`config.mk`:
```
export PLATFORM = sky130hd
export DESIGN_NAME = pipe_elastic_buf
export DESIGN_NICKNAME = d
export VERILOG_FILES = /design/src/rtl/pipe_elastic_buf_pkg.sv /design/src/rtl/pipe_elastic_buf_ctl.sv /design/src/rtl/pipe_elastic_buf.sv
export SDC_FILE = /design/constraint.sdc
export NUM_CORES = 1
export LEC_CHECK = 0
export BUFFER_PORTS_ARGS = -buffer_cell sky130_fd_sc_hd__buf_2
export CAP_MARGIN = 20
export CORE_ASPECT_RATIO = 1.25
export CORE_MARGIN = 2
export CORE_UTILIZATION = 58
export CTS_CLUSTER_SIZE = 10
export DETAILED_ROUTE_END_ITERATION = 6
export GPL_TIMING_DRIVEN = 1
export PLACE_DENSITY_LB_ADDON = 0.3
export RECOVER_POWER = 25
export SETUP_SLACK_MARGIN = 0.02
export SKIP_LAST_GASP = 1
export SYNTH_ARGS = -nofsm -noshare
export SYNTH_HDL_FRONTEND = slang
export SYNTH_SLANG_ARGS = --single-unit
```
`constraint.sdc`:
```
create_clock -name clk_in -period 1.9 [get_ports clk_in]
set_input_delay 0.19 -clock clk_in [delete_from_list [all_inputs] [get_ports clk_in]]
set_output_delay 0.19 -clock clk_in [all_outputs]
set_load 0.02 [all_outputs]
```
`src/rtl/pipe_elastic_buf_pkg.sv`:
```
`default_nettype none
// ============================================================================
// Module      : pipe_elastic_buf_pkg
// Description : Per-stage depth / almost-full defaults for pipeline elastic
//               buffers, plus a helper for the default almost-full level.
// Revision    : 1.0 - initial release
// ============================================================================
package pipe_elastic_buf_pkg;

  // Generic default used when a stage does not override the buffer depth
  localparam int DEF_BUF_DEPTH     = 4;

  // Per-stage buffer depths
  localparam int F2D_BUF_DEPTH     = 4;
  localparam int D2E_BUF_DEPTH     = 2;
  localparam int E2M_BUF_DEPTH     = 2;
  localparam int M2W_BUF_DEPTH     = 2;
  localparam int L1_REQ_BUF_DEPTH  = 8;

  // Per-stage almost-full levels (one below full unless tuned)
  localparam int F2D_BUF_AF_LEVEL    = F2D_BUF_DEPTH - 1;
  localparam int D2E_BUF_AF_LEVEL    = D2E_BUF_DEPTH - 1;
  localparam int E2M_BUF_AF_LEVEL    = E2M_BUF_DEPTH - 1;
  localparam int M2W_BUF_AF_LEVEL    = M2W_BUF_DEPTH - 1;
  localparam int L1_REQ_BUF_AF_LEVEL = L1_REQ_BUF_DEPTH - 2;

  // Default almost-full threshold: warn one entry before full
  function automatic int af_default(input int depth);
    return depth - 1;
  endfunction

endpackage
`default_nettype wire

```
`src/rtl/pipe_elastic_buf_ctl.sv`:
```
`default_nettype none
// ============================================================================
// Module      : pipe_elastic_buf_ctl
// Description : Control path of the elastic buffer: read/write pointers,
//               occupancy count, registered src_rdy and almost_full.
// Revision    : 1.0 - initial release
// ============================================================================
module pipe_elastic_buf_ctl #(
  parameter int DEPTH    = 4,
  parameter int AF_LEVEL = DEPTH - 1
) (
  input  logic                         clk_in,
  input  logic                         reset_in,
  input  logic                         flush_in,
  input  logic                         src_valid,
  input  logic                         dst_rdy,
  output logic                         src_rdy,
  output logic                         dst_valid,
  output logic [$clog2(DEPTH+1)-1:0]   count,
  output logic                         almost_full,
  output logic                         wr_en,
  output logic [$clog2(DEPTH)-1:0]     wr_ptr,
  output logic [$clog2(DEPTH)-1:0]     rd_ptr
);

  localparam int PW = $clog2(DEPTH);
  localparam int CW = $clog2(DEPTH + 1);
  localparam logic [CW-1:0] c_depth    = CW'(DEPTH);
  localparam logic [CW-1:0] c_af_level = CW'(AF_LEVEL);

  logic [PW-1:0] r_wr_ptr;
  logic [PW-1:0] r_rd_ptr;
  logic [CW-1:0] r_count;
  logic          r_src_rdy;
  logic          w_push;
  logic          w_pop;
  logic [CW-1:0] w_count_next;

  // Handshake decode and next occupancy; empty/full come from count only
  always_comb begin
    w_push       = src_valid & r_src_rdy;
    w_pop        = (r_count != '0) & dst_rdy;
    w_count_next = r_count;
    if (w_push && !w_pop) begin
      w_count_next = r_count + CW'(1);
    end else if (w_pop && !w_push) begin
      w_count_next = r_count - CW'(1);
    end
  end

  // Pointer, count and ready state; flush overrides any same-cycle transfer
  always_ff @(posedge clk_in or negedge reset_in) begin
    if (!reset_in) begin
      r_wr_ptr  <= '0;
      r_rd_ptr  <= '0;
      r_count   <= '0;
      r_src_rdy <= 1'b0;
    end else if (flush_in) begin
      r_wr_ptr  <= '0;
      r_rd_ptr  <= '0;
      r_count   <= '0;
      r_src_rdy <= 1'b1;
    end else begin
      if (w_push) begin
        r_wr_ptr <= r_wr_ptr + PW'(1);
      end
      if (w_pop) begin
        r_rd_ptr <= r_rd_ptr + PW'(1);
      end
      r_count   <= w_count_next;
      // Ready is registered, so a pop never frees a slot in the same cycle
      r_src_rdy <= (w_count_next < c_depth);
    end
  end

  assign src_rdy     = r_src_rdy;
  assign dst_valid   = (r_count != '0);
  assign count       = r_count;
  assign almost_full = (r_count >= c_af_level);
  assign wr_en       = w_push & ~flush_in;
  assign wr_ptr      = r_wr_ptr;
  assign rd_ptr      = r_rd_ptr;

endmodule
`default_nettype wire

```
`src/rtl/pipe_elastic_buf.sv`:
```
`default_nettype none
// ============================================================================
// Module      : pipe_elastic_buf
// Description : DEPTH-entry elastic FIFO between two valid/rdy pipeline
//               stages with flush, occupancy count and almost-full flag.
//               Storage and read mux live here; control is in the _ctl block.
// Revision    : 1.0 - initial release
// ============================================================================
module pipe_elastic_buf
  import pipe_elastic_buf_pkg::*;
#(
  parameter int DW       = 32,
  parameter int DEPTH    = DEF_BUF_DEPTH,
  parameter int AF_LEVEL = DEPTH - 1
) (
  input  logic                         clk_in,
  input  logic                         reset_in,
  input  logic                         flush_in,
  input  logic                         src_valid,
  input  logic [DW-1:0]                src_data,
  output logic                         src_rdy,
  output logic                         dst_valid,
  output logic [DW-1:0]                dst_data,
  input  logic                         dst_rdy,
  output logic [$clog2(DEPTH+1)-1:0]   count,
  output logic                         almost_full
);

  localparam int PW = $clog2(DEPTH);

  logic [DW-1:0] r_mem [DEPTH];
  logic          w_wr_en;
  logic [PW-1:0] w_wr_ptr;
  logic [PW-1:0] w_rd_ptr;

  pipe_elastic_buf_ctl #(
    .DEPTH    (DEPTH),
    .AF_LEVEL (AF_LEVEL)
  ) u_ctl (
    .clk_in      (clk_in),
    .reset_in    (reset_in),
    .flush_in    (flush_in),
    .src_valid   (src_valid),
    .dst_rdy     (dst_rdy),
    .src_rdy     (src_rdy),
    .dst_valid   (dst_valid),
    .count       (count),
    .almost_full (almost_full),
    .wr_en       (w_wr_en),
    .wr_ptr      (w_wr_ptr),
    .rd_ptr      (w_rd_ptr)
  );

  for (genvar gi = 0; gi < DEPTH; gi++) begin : g_mem
    // One storage entry; cleared on reset so no stale payload is ever shown
    always_ff @(posedge clk_in or negedge reset_in) begin
      if (!reset_in) begin
        r_mem[gi] <= '0;
      end else if (w_wr_en && (w_wr_ptr == PW'(gi))) begin
        r_mem[gi] <= src_data;
      end
    end
  end

  // Head of queue is a pure register read, no path from any input
  assign dst_data = r_mem[w_rd_ptr];

endmodule
`default_nettype wire

```
[After elaboration in Yosys (flattened, before gate mapping)]
Cells that the tools add are included.
Word-level totals
  bits in registers: 136
  bits of input ports: 37
  output and inout port bits: 38
  logic and storage cells: 46
Operators by class
  $add $sub $neg: 4
  $lt $le $gt $ge: 3
  equality and inequality tests: 3
  muxes and demuxes: 11
  bitwise logic cells: 5
  reduce and logical (&&, ||, !) cells: 12
Operator list (number)
  binary-select mux 32 bit (select 2 bit): 1
  2-to-1 mux 32 bit: 2
  2-to-1 mux 3 bit: 3
  2-to-1 mux 2 bit: 4
  logical AND 1 bit: 6
  adder 2 x 1 -> 2 bit, second input constant: 2
  equality test 2 bit, second input constant: 2
  nonzero test 2 bit: 2
  adder 3 x 1 -> 3 bit, second input constant: 1
  AND 1 bit: 3
  greater-or-equal comparator 3 x 2 -> 1 bit, second input constant: 1
  greater-or-equal comparator 3 bit, second input constant: 1
  < comparator 3 bit, second input constant: 1
  NOT 2 -> 3 bit: 1
  nonzero test 3 bit: 1
  subtractor 3 x 1 -> 3 bit, second input constant: 1
  equality test 2 x 1 -> 1 bit, second input constant: 1
  zero test 1 bit: 2
  zero test 2 bit: 1
  2-to-1 mux 1 bit: 1
  NOT 1 bit: 1

[Depth between registers and ports, before layout]
Gate-level depths: netlist (run 1).
  depth after elaboration: 7
  mapped depth: 6
  depth with buffers taken out: 6

[By module]
A second synthesis (run 1) with hierarchy kept.
Unflattened totals
  cell total of the unflattened synthesis: 362
  area, all modules: 6018.3 µm²
Modules (own cells, without submodules)
  pipe_elastic_buf: times used 1, cells an instance 311, area an instance 5504.0 µm², sequential area each 3203.1 µm²
  pipe_elastic_buf_ctl: times used 1, cells an instance 51, area an instance 514.2 µm², sequential area each 200.2 µm²

[Worst setup path before layout (run 1)]
OpenSTA, ideal clock, no wires.
  path kind: register to register
  from: reg u_ctl.r_count[1], in the netlist u_ctl.count[1]
  to: reg u_ctl.r_count[1], in the netlist u_ctl.count[1]
  library setup time: 0.099 ns
  arrival time: 1.792 ns
  required time: 1.801 ns
  path slack: 0.009 ns
  cell stages (with the launch flop): 7
  path through: dfrtp_1 inv_1 ha_1 nor2b_1 clkinv_1 a22o_1 a311oi_1
Between the ends
  word-level cells in the longest chain between the ends: 6
Ends and longest elaborated chain
  start: declaration: line pipe_elastic_buf_ctl.sv:33  | logic [CW-1:0] r_count;
  start signal: assignment: line pipe_elastic_buf_ctl.sv:70  | r_count <= w_count_next;
  nonzero test 3 bit *
  via dst_valid: line pipe_elastic_buf.sv:22  | output logic dst_valid,
  AND 1 bit *: line pipe_elastic_buf_ctl.sv:42  | w_pop = (r_count != '0) & dst_rdy;
  logical AND 1 bit / zero test 1 bit (equally long branches): line pipe_elastic_buf_ctl.sv:46, pipe_elastic_buf_ctl.sv:44
  2-to-1 mux 3 bit / logical AND 1 bit (equally long branches): line pipe_elastic_buf_ctl.sv:46, pipe_elastic_buf_ctl.sv:44
  2-to-1 mux 3 bit *: line pipe_elastic_buf_ctl.sv:44  | if (w_push && !w_pop) begin
  2-to-1 mux 3 bit *: line pipe_elastic_buf_ctl.sv:58  | end else if (flush_in) begin
The timed path passes the listed nets; every way through them passes the cells marked *.
A chain may end at the register's enable or synchronous reset.

[Worst setup path in the final report (run 1)]
  from: reg u_ctl.r_rd_ptr[0], in the netlist u_ctl.rd_ptr[0]
  to: out dst_data[11]
Between the ends
  word-level cells in the longest chain between the ends: 4
Ends and longest elaborated chain
  start: declaration: line pipe_elastic_buf_ctl.sv:32  | logic [PW-1:0] r_rd_ptr;
  start signal: assignment: line pipe_elastic_buf_ctl.sv:68  | r_rd_ptr <= r_rd_ptr + PW'(1);
  NOT 2 -> 3 bit (not written as such): line pipe_elastic_buf.sv:66  | assign dst_data = r_mem[w_rd_ptr];
  binary-select mux 32 bit (select 2 bit): line pipe_elastic_buf.sv:66
  2-to-1 mux 32 bit (not written as such) (2 in a row): line pipe_elastic_buf.sv:66
  end: declaration: line pipe_elastic_buf.sv:23  | output logic [DW-1:0] dst_data,
Every way passes these cells. The select of a mux whose other input is x is not followed.

==> results of run 1 <==
==> power breakdown <==
| part | leakage (nW) | internal, W | total [W] | switching [W] |
|---|---|---|---|---|
| Combinational | 1.40 | 0.00229 | 0.00426 | 0.00197 |
| Clock | 0.303 | 0.00224 | 0.00338 | 0.00114 |
| Sequential | 1.72 | 0.00415 | 0.00480 | 0.000654 |
| Total | 3.42 | 0.00868 | 0.0124 | 0.00376 |
==> placed cells by master (no fill, tap or decap), types with 6 or more instances in the layout <==
master	n
buf_12	6
buf_2	74
buf_4	7
clkbuf_16	17
dfrtp_1	134
ha_1	8
inv_1	7
mux2_1	8
mux2_2	120
mux4_2	32
==> metal layers <==
metal / share of wire [%] / routed length [um]
met5: 0 / 0
met3: 4.3 / 505
met1: 41 / 4840
met2: 54 / 6330
met4: 0.53 / 62
==> metrics by stage <==
| stage | hold WS (ns) | power [W] | setup slack [ns] | setup TNS (ns) |
|---|---|---|---|---|
| 4_1_cts | 0.0343 | 0.0126 | -0.0342 | -0.398 |
| 3_5_place_dp | 0.179 | 0.00911 | 0.106 | 0 |
| 2_1_floorplan | -0.106 | 0.00783 | 0.133 | 0 |
| 5_1_grt | 0.0476 | 0.0131 | -0.0695 | -1.48 |
| 3_3_place_gp | 0.171 | 0.00885 | 0.211 | 0 |
| 6_report | 0.0405 | 0.0124 | -0.0110 | -0.0234 |
==> repair_timing <==
item                       4_1_cts  5_1_grt
resized for setup                2        1
pin swaps                        0        0
hold buffers                     1        0
setup endpoints to repair       33       33
setup buffers                    1        0
hold endpoints to repair        50        0
==> path summary, 6_finish.rpt <==
| check | startpoint | depth (start not counted) | to | slack, ns |
|---|---|---|---|---|
| min in group asynchronous | reset_in | 2 | r_mem[109]$_DFFE_PN0P_ | 0.30 |
| worst max register to register | u_ctl.count[1]$_DFFE_PN0P_ | 6 | u_ctl.count[1]$_DFFE_PN0P_ | 0.25 |
| max in group asynchronous | reset_in | 3 | r_mem[31]$_DFFE_PN0P_ | 0.35 |
| worst min-delay path | src_data[6] | 2 | r_mem[70]$_DFFE_PN0P_ | 0.04 |
| worst min register to register | r_mem[69]$_DFFE_PN0P_ | 1 | r_mem[69]$_DFFE_PN0P_ | 0.49 |
| worst max-delay path | u_ctl.rd_ptr[0]$_DFFE_PN0P_ | 3 | dst_data[11] | -0.01 |
==> kinds of logic (layout without fill, tap and decap cells) <==
kind of cell / count (synthesis) / count (layout) / synth area share [%]
and+or+nand+nor: 18 / 18 / 2.13
DFF: 136 / 136 / 55.3
xor gates and xnor gates: 2 / 2 / 0.285
adders and majority gates: 8 / 8 / 1.63
muxes: 160 / 160 / 35.1
buffers and inverters: 32 / 127 / 3.56
AOI/OAI and AO/OA: 17 / 17 / 2.01
==> layout make-up <==
cell class              count  area (um^2)
flip-flops and latches    136         3410
fillers                   731         3140
multi-input cells         205         2540
repair buffers             89          564
clock buffers              21          460
well taps                 132          165
clock inverters             9          149
inverters                   8         32.5
==> critical path: stages, from the launching register on <==
cell,delay (ns)
dfrtp_2,0.40
buf_12,0.20
mux4_2,0.53
buf_2,0.18
==> flip-flops by register name (all words and copies together), names as in the netlist <==
register and count:
r_mem 128, u_ctl.wr_ptr 2, u_ctl.count 3, u_ctl.src_rdy 1
u_ctl.rd_ptr 2
==> metrics.md, run 1 <==
| Metric | Value |
|---|---|
| Mapped cell area | `6160 um^2` |
| Antenna violations before repair | `0` |
| Failing checks | `setup timing` |
| Met2 usage | `37.0%` |
| Post-layout util | `70.0%` |
| Vias per cell | `5.77` |
| LEAKAGE | `3.42 nW` |
| GRT Max-Usage Layer | `met2` |
| Count of cell types in the netlist | `31` |
| Setup Skew | `0.00567 ns` |
| Status | `finished, violations left` |
| Vias in the first global route | `3821` |
| Clk Latency, worst-skew pair | `0.40 ns` |
| Full die area | `11500 um^2` |
| Initial Utilization | `58.9%` |
| Hold Fails Final Rpt | `0` |
| Worst slew pin tran | `0.878 ns` |
| CTS tree | `done` |
| Core Region | `10500 um^2` |
| Layout Cells excl Fill | `600` |
| Cell area after layout | `7320 um^2` |
| Fin crit share | `101%` |
| Clock period minus worst slack | `1.91 ns` |
| Drt pass-1 iters | `4` |
| Synth area leaders | `dfrtp_1, mux2_2, mux4_2` |
| Peak supply drop | `834 uV` |
| Placed Instances | `568` |
| Crit-path max FO | `17` |
| Critical path class | `register to output pin` |
| Most frequent cells after synthesis | `dfrtp_1, mux2_2, mux4_2, buf_6` |
| Top-area cell type share of the netlist area | `55.3%` |
| Critical Path RT | `1.71 ns` |
| Detailed Route WL | `11700 um` |
| Seq/Total Area, Yosys | `55.3%` |
| Worst setup SP type | `register` |
| Dominant synthesized flop cell | `dfrtp_1` |
| DP HPWL | `7440 um` |
| Port Buffers | `74` |
| Final Max Tran Viols | `0` |
| Number of synthesis warnings | `0` |
| Avg WL per Cell | `19.6 um` |
| Share of cells above drive strength 1 | `59.2%` |
| TritonCTS buffer count | `17` |
| Area post-placement | `6700 um^2` |
| First-pass GRT wire length | `19000 um` |
| Met3 Use GR | `6.45%` |
| Initial DRC count | `167` |
| All-Layer GR Usage | `22.1%` |
| H-tree depth | `4` |
| Critical path endpoint category | `output pin` |
| Layout area overhead | `18.8%` |
| Fmax | `523 MHz` |
| Most common cell in the netlist | `dfrtp_1` |
| Synth Register Bits | `136` |
| Largest net degree at the start of global routing | `53` |
| Std-Cell Rows | `42` |
| Clock sinks | `136` |
| Hold/Removal Path Class | `input port to register` |
| Average size of a mapped cell | `16.5 um^2` |
| Number of synthesized flops with an enable pin | `0` |
| Io pins | `75` |
| Yosys top cell by area | `dfrtp_1` |
| RD Place Congestion | `0.781` |
| Ant diodes | `0` |
| Reg clk slew, reported paths | `0.05 ns` |
| Data arrival, critical path | `1.72 ns` |
| Clock root buffer | `clkbuf_16` |
| Die W | `96.2 um` |
| Die Ht | `119 um` |
| Async SR Flop Fraction | `100%` |
| Syn nets | `418` |
| Vias | `3461` |
| Max Cap Viol | `0` |
| Setup repair after global routing missed its margin | `true` |
| Relative slew slack | `41.5%` |
| Layout Nets | `502` |
| Grt total ovfl | `0` |
| Antenna-violating nets left | `0` |
| Worst setup margin | `-0.0110 ns` |
| Syn Inst Count | `373` |
| Power Dens Cells | `1700 nW/um^2` |
| Max Buffers Root-to-Sink | `2` |
| Setup violations, final | `3` |
| Met1 Resource Use GR | `27.9%` |
| DRC Markers | `0` |
(Power assumes the default switching activity.)
==> run 2, diff against run 1 <==
--- a/config.mk
+++ b/config.mk
@@ -5,6 +5,7 @@
 export SDC_FILE = /design/constraint.sdc
 export NUM_CORES = 1
 export LEC_CHECK = 0
+export ABC_AREA = 1
 export BUFFER_PORTS_ARGS = -buffer_cell sky130_fd_sc_hd__buf_2
 export CAP_MARGIN = 20
 export CORE_ASPECT_RATIO = 1.25
==> metrics.md, run 2 <==
| Metric | Value |
|---|---|
| DP HPWL | `8710 um` |
| Average size of a mapped cell | `9.14 um^2` |
| Most frequent cells in the layout | `nand2_1, dfrtp_1, o21ai_1` |
| Post-layout util | `69.0%` |
| R2R depth | `6` |
| Crit-path max FO | `20` |
| DRC Markers | `0` |
| Critical Path RT | `1.71 ns` |
| Hold Fails Final Rpt | `0` |
| Clock root buffer | `clkbuf_16` |
| Most frequent cells after synthesis | `nand2_1, dfrtp_1, o21ai_1, nor2_1, o21ai_0` |
| Max Cap Viol | `0` |
| All-Layer GR Usage | `25.0%` |
| Relative slew slack | `22.8%` |
| Met2 wire len | `6990 um` |
| Std-Cell Rows | `42` |
| Antenna violations before repair | `0` |
| Async SR Flop Fraction | `100%` |
| CTS tree | `done` |
| Vias in the first global route | `5125` |
| RD Place Congestion | `0.848` |
| Commonest non-fill, non-tap cell in the layout | `nand2_1` |
| Top-area cell type share of the netlist area | `54.1%` |
| Layout Nets | `803` |
| Worst slew pin tran | `1.16 ns` |
| Die W | `97.1 um` |
| Hold path depth | `3` |
| Port Buffers | `74` |
| Data arrival, critical path | `1.63 ns` |
| Critical path endpoint category | `output pin` |
| Syn Inst Count | `688` |
| Status | `complete, no violations` |
| First-pass GRT wire length | `23600 um` |
| Full die area | `11700 um^2` |
| Critical path class | `register to output pin` |
| Initial DRC count | `375` |
| Vias | `5073` |
| Setup repair after global routing missed its margin | `true` |
| Clock sinks | `136` |
| Synth Register Bits | `136` |
| Dominant synthesized flop cell | `dfrtp_1` |
| Max Buffers Root-to-Sink | `2` |
| Share of cells above drive strength 1 | `21.9%` |
| Hold/Removal Path Class | `input port to register` |
| Ant diodes | `0` |
| Clock period minus worst slack | `1.82 ns` |
| Peak supply drop | `785 uV` |
| Largest net degree at the start of global routing | `50` |
| Vias per cell | `5.62` |
| Number of synthesized flops with an enable pin | `0` |
| Synth area leaders | `dfrtp_1, nand2_1, o21ai_1` |
| Number of synthesis warnings | `0` |
| Setup TNS Final | `0 ns` |
| Biggest register | `r_mem` |
| DRT met1 WL | `5830 um` |
| Fin crit share | `95.9%` |
| Met3 wire length | `821 um` |
| Setup violations, final | `0` |
| Avg WL per Cell | `15.4 um` |
| Core Region | `10600 um^2` |
| Count of cell types in the netlist | `22` |
| Top Layer Used | `met4` |
| Antenna-violating nets left | `0` |
| Seq/Total Area, Yosys | `54.1%` |
| LEAKAGE | `3.66 nW` |
| Drt pass-1 iters | `5` |
| Setup Skew | `0.00517 ns` |
| Reg clk slew, reported paths | `0.06 ns` |
| Io pins | `75` |
| Worst setup SP type | `register` |
| Final Max Tran Viols | `0` |
| Clk Latency, worst-skew pair | `0.41 ns` |
| Syn nets | `733` |
| Power Dens Cells | `1610 nW/um^2` |
| Most common cell in the netlist | `nand2_1` |
| Initial Utilization | `59.5%` |
| Mapped cell area | `6290 um^2` |
| H-tree depth | `4` |
| Layout area overhead | `15.9%` |
| Die Ht | `120 um` |
| Detailed Route WL | `13900 um` |
| Grt total ovfl | `0` |
| Fmax | `549 MHz` |
| Largest register FFs | `128` |
| TritonCTS buffer count | `17` |
| Final hold slack | `0.0812 ns` |
| Yosys top cell by area | `dfrtp_1` |
==> run 2: cell count changes in the layout (fill, tap and decap cells not counted), moves of 33 or more <==
cell	before	now
o21ai_0	2	64
nand2_1	2	144
inv_1	7	40
nor2_1	2	68
o21ai_1	0	89
mux2_2	120	0
o21ai_2	0	43
==> run 2: cell families after synthesis <==
logic type | Yosys count | share of synthesized area [%]
AO/OA/AOI/OAI | 231 | 21.6
adder cells (fa/ha/maj) | 8 | 1.59
buffers and inverters | 86 | 8.08
flip-flops | 136 | 54.1
AND/OR/NAND/NOR | 227 | 14.6
==> run 2: worst max-delay path, cell delays in order, from the launching register on <==
cell and delay, ns:
dfrtp_2 0.46, clkinv_4 0.12, buf_8 0.17, nor2_1 0.05
o22ai_1 0.23, buf_4 0.19
==> run 2: final timing paths <==
path,from,to,slack (ns)
setup / recovery,u_ctl.rd_ptr[0]$_DFFE_PN0P_,dst_data[29],0.08
min in group asynchronous,reset_in,r_mem[21]$_DFFE_PN0P_,0.55
hold / removal,src_data[16],r_mem[48]$_DFFE_PN0P_,0.08
hold reg to reg,r_mem[120]$_DFFE_PN0P_,r_mem[120]$_DFFE_PN0P_,0.48
setup reg to reg,u_ctl.wr_ptr[0]$_DFFE_PN0P_,r_mem[61]$_DFFE_PN0P_,0.40
max in group asynchronous,reset_in,r_mem[6]$_DFFE_PN0P_,0.39
==> run 2: what timing repair did <==
| item | in CTS | in global routing |
|---|---|---|
| setup buffers | 0 | 3 |
| pin swaps | 0 | 2 |
| hold buffers | 1 | 0 |
| gates resized for setup | 6 | 23 |
| endpoints found under the setup margin | 30 | 30 |
| hold endpoints to repair | 43 | 0 |
==> run 2: cell type report <==
cell class,count,area [um^2]
clock buffers,27,483
clock inverters,4,20.0
fillers,816,3280
inverters,42,163
multi-input cells,466,2380
flip-flops and latches,136,3400
well taps,132,165
repair buffers,95,674
==> run 2: report_power, final <==
| group | total [W] | switching (W) | internal (W) |
|---|---|---|---|
| logic | 0.00414 | 0.00253 | 0.00161 |
| registers | 0.00477 | 0.000676 | 0.00409 |
| clock network | 0.00282 | 0.00110 | 0.00172 |
==> run 2: metal layers <==
layer | track usage [%] | up-vias
met1 | 31.4 | 2419
li1 | - | 2435
met2 | 42.0 | 195
met4 | 9.24 | 0
met3 | 6.53 | 24
met5 | 0 | -
==> run 2: metrics by stage <==
step | area (um^2) | total power [W] | worst slack, ns | instances
5_1_grt | 7290 | 0.0125 | -0.00497 | 902
3_5_place_dp | 6680 | 0.00875 | 0.376 | 867
4_1_cts | 7210 | 0.0116 | 0.0134 | 899
6_report | 7290 | 0.0117 | 0.0770 | 902
2_1_floorplan | 6290 | 0.00756 | 0.348 | 688
3_3_place_gp | 6680 | 0.00858 | 0.395 | 867
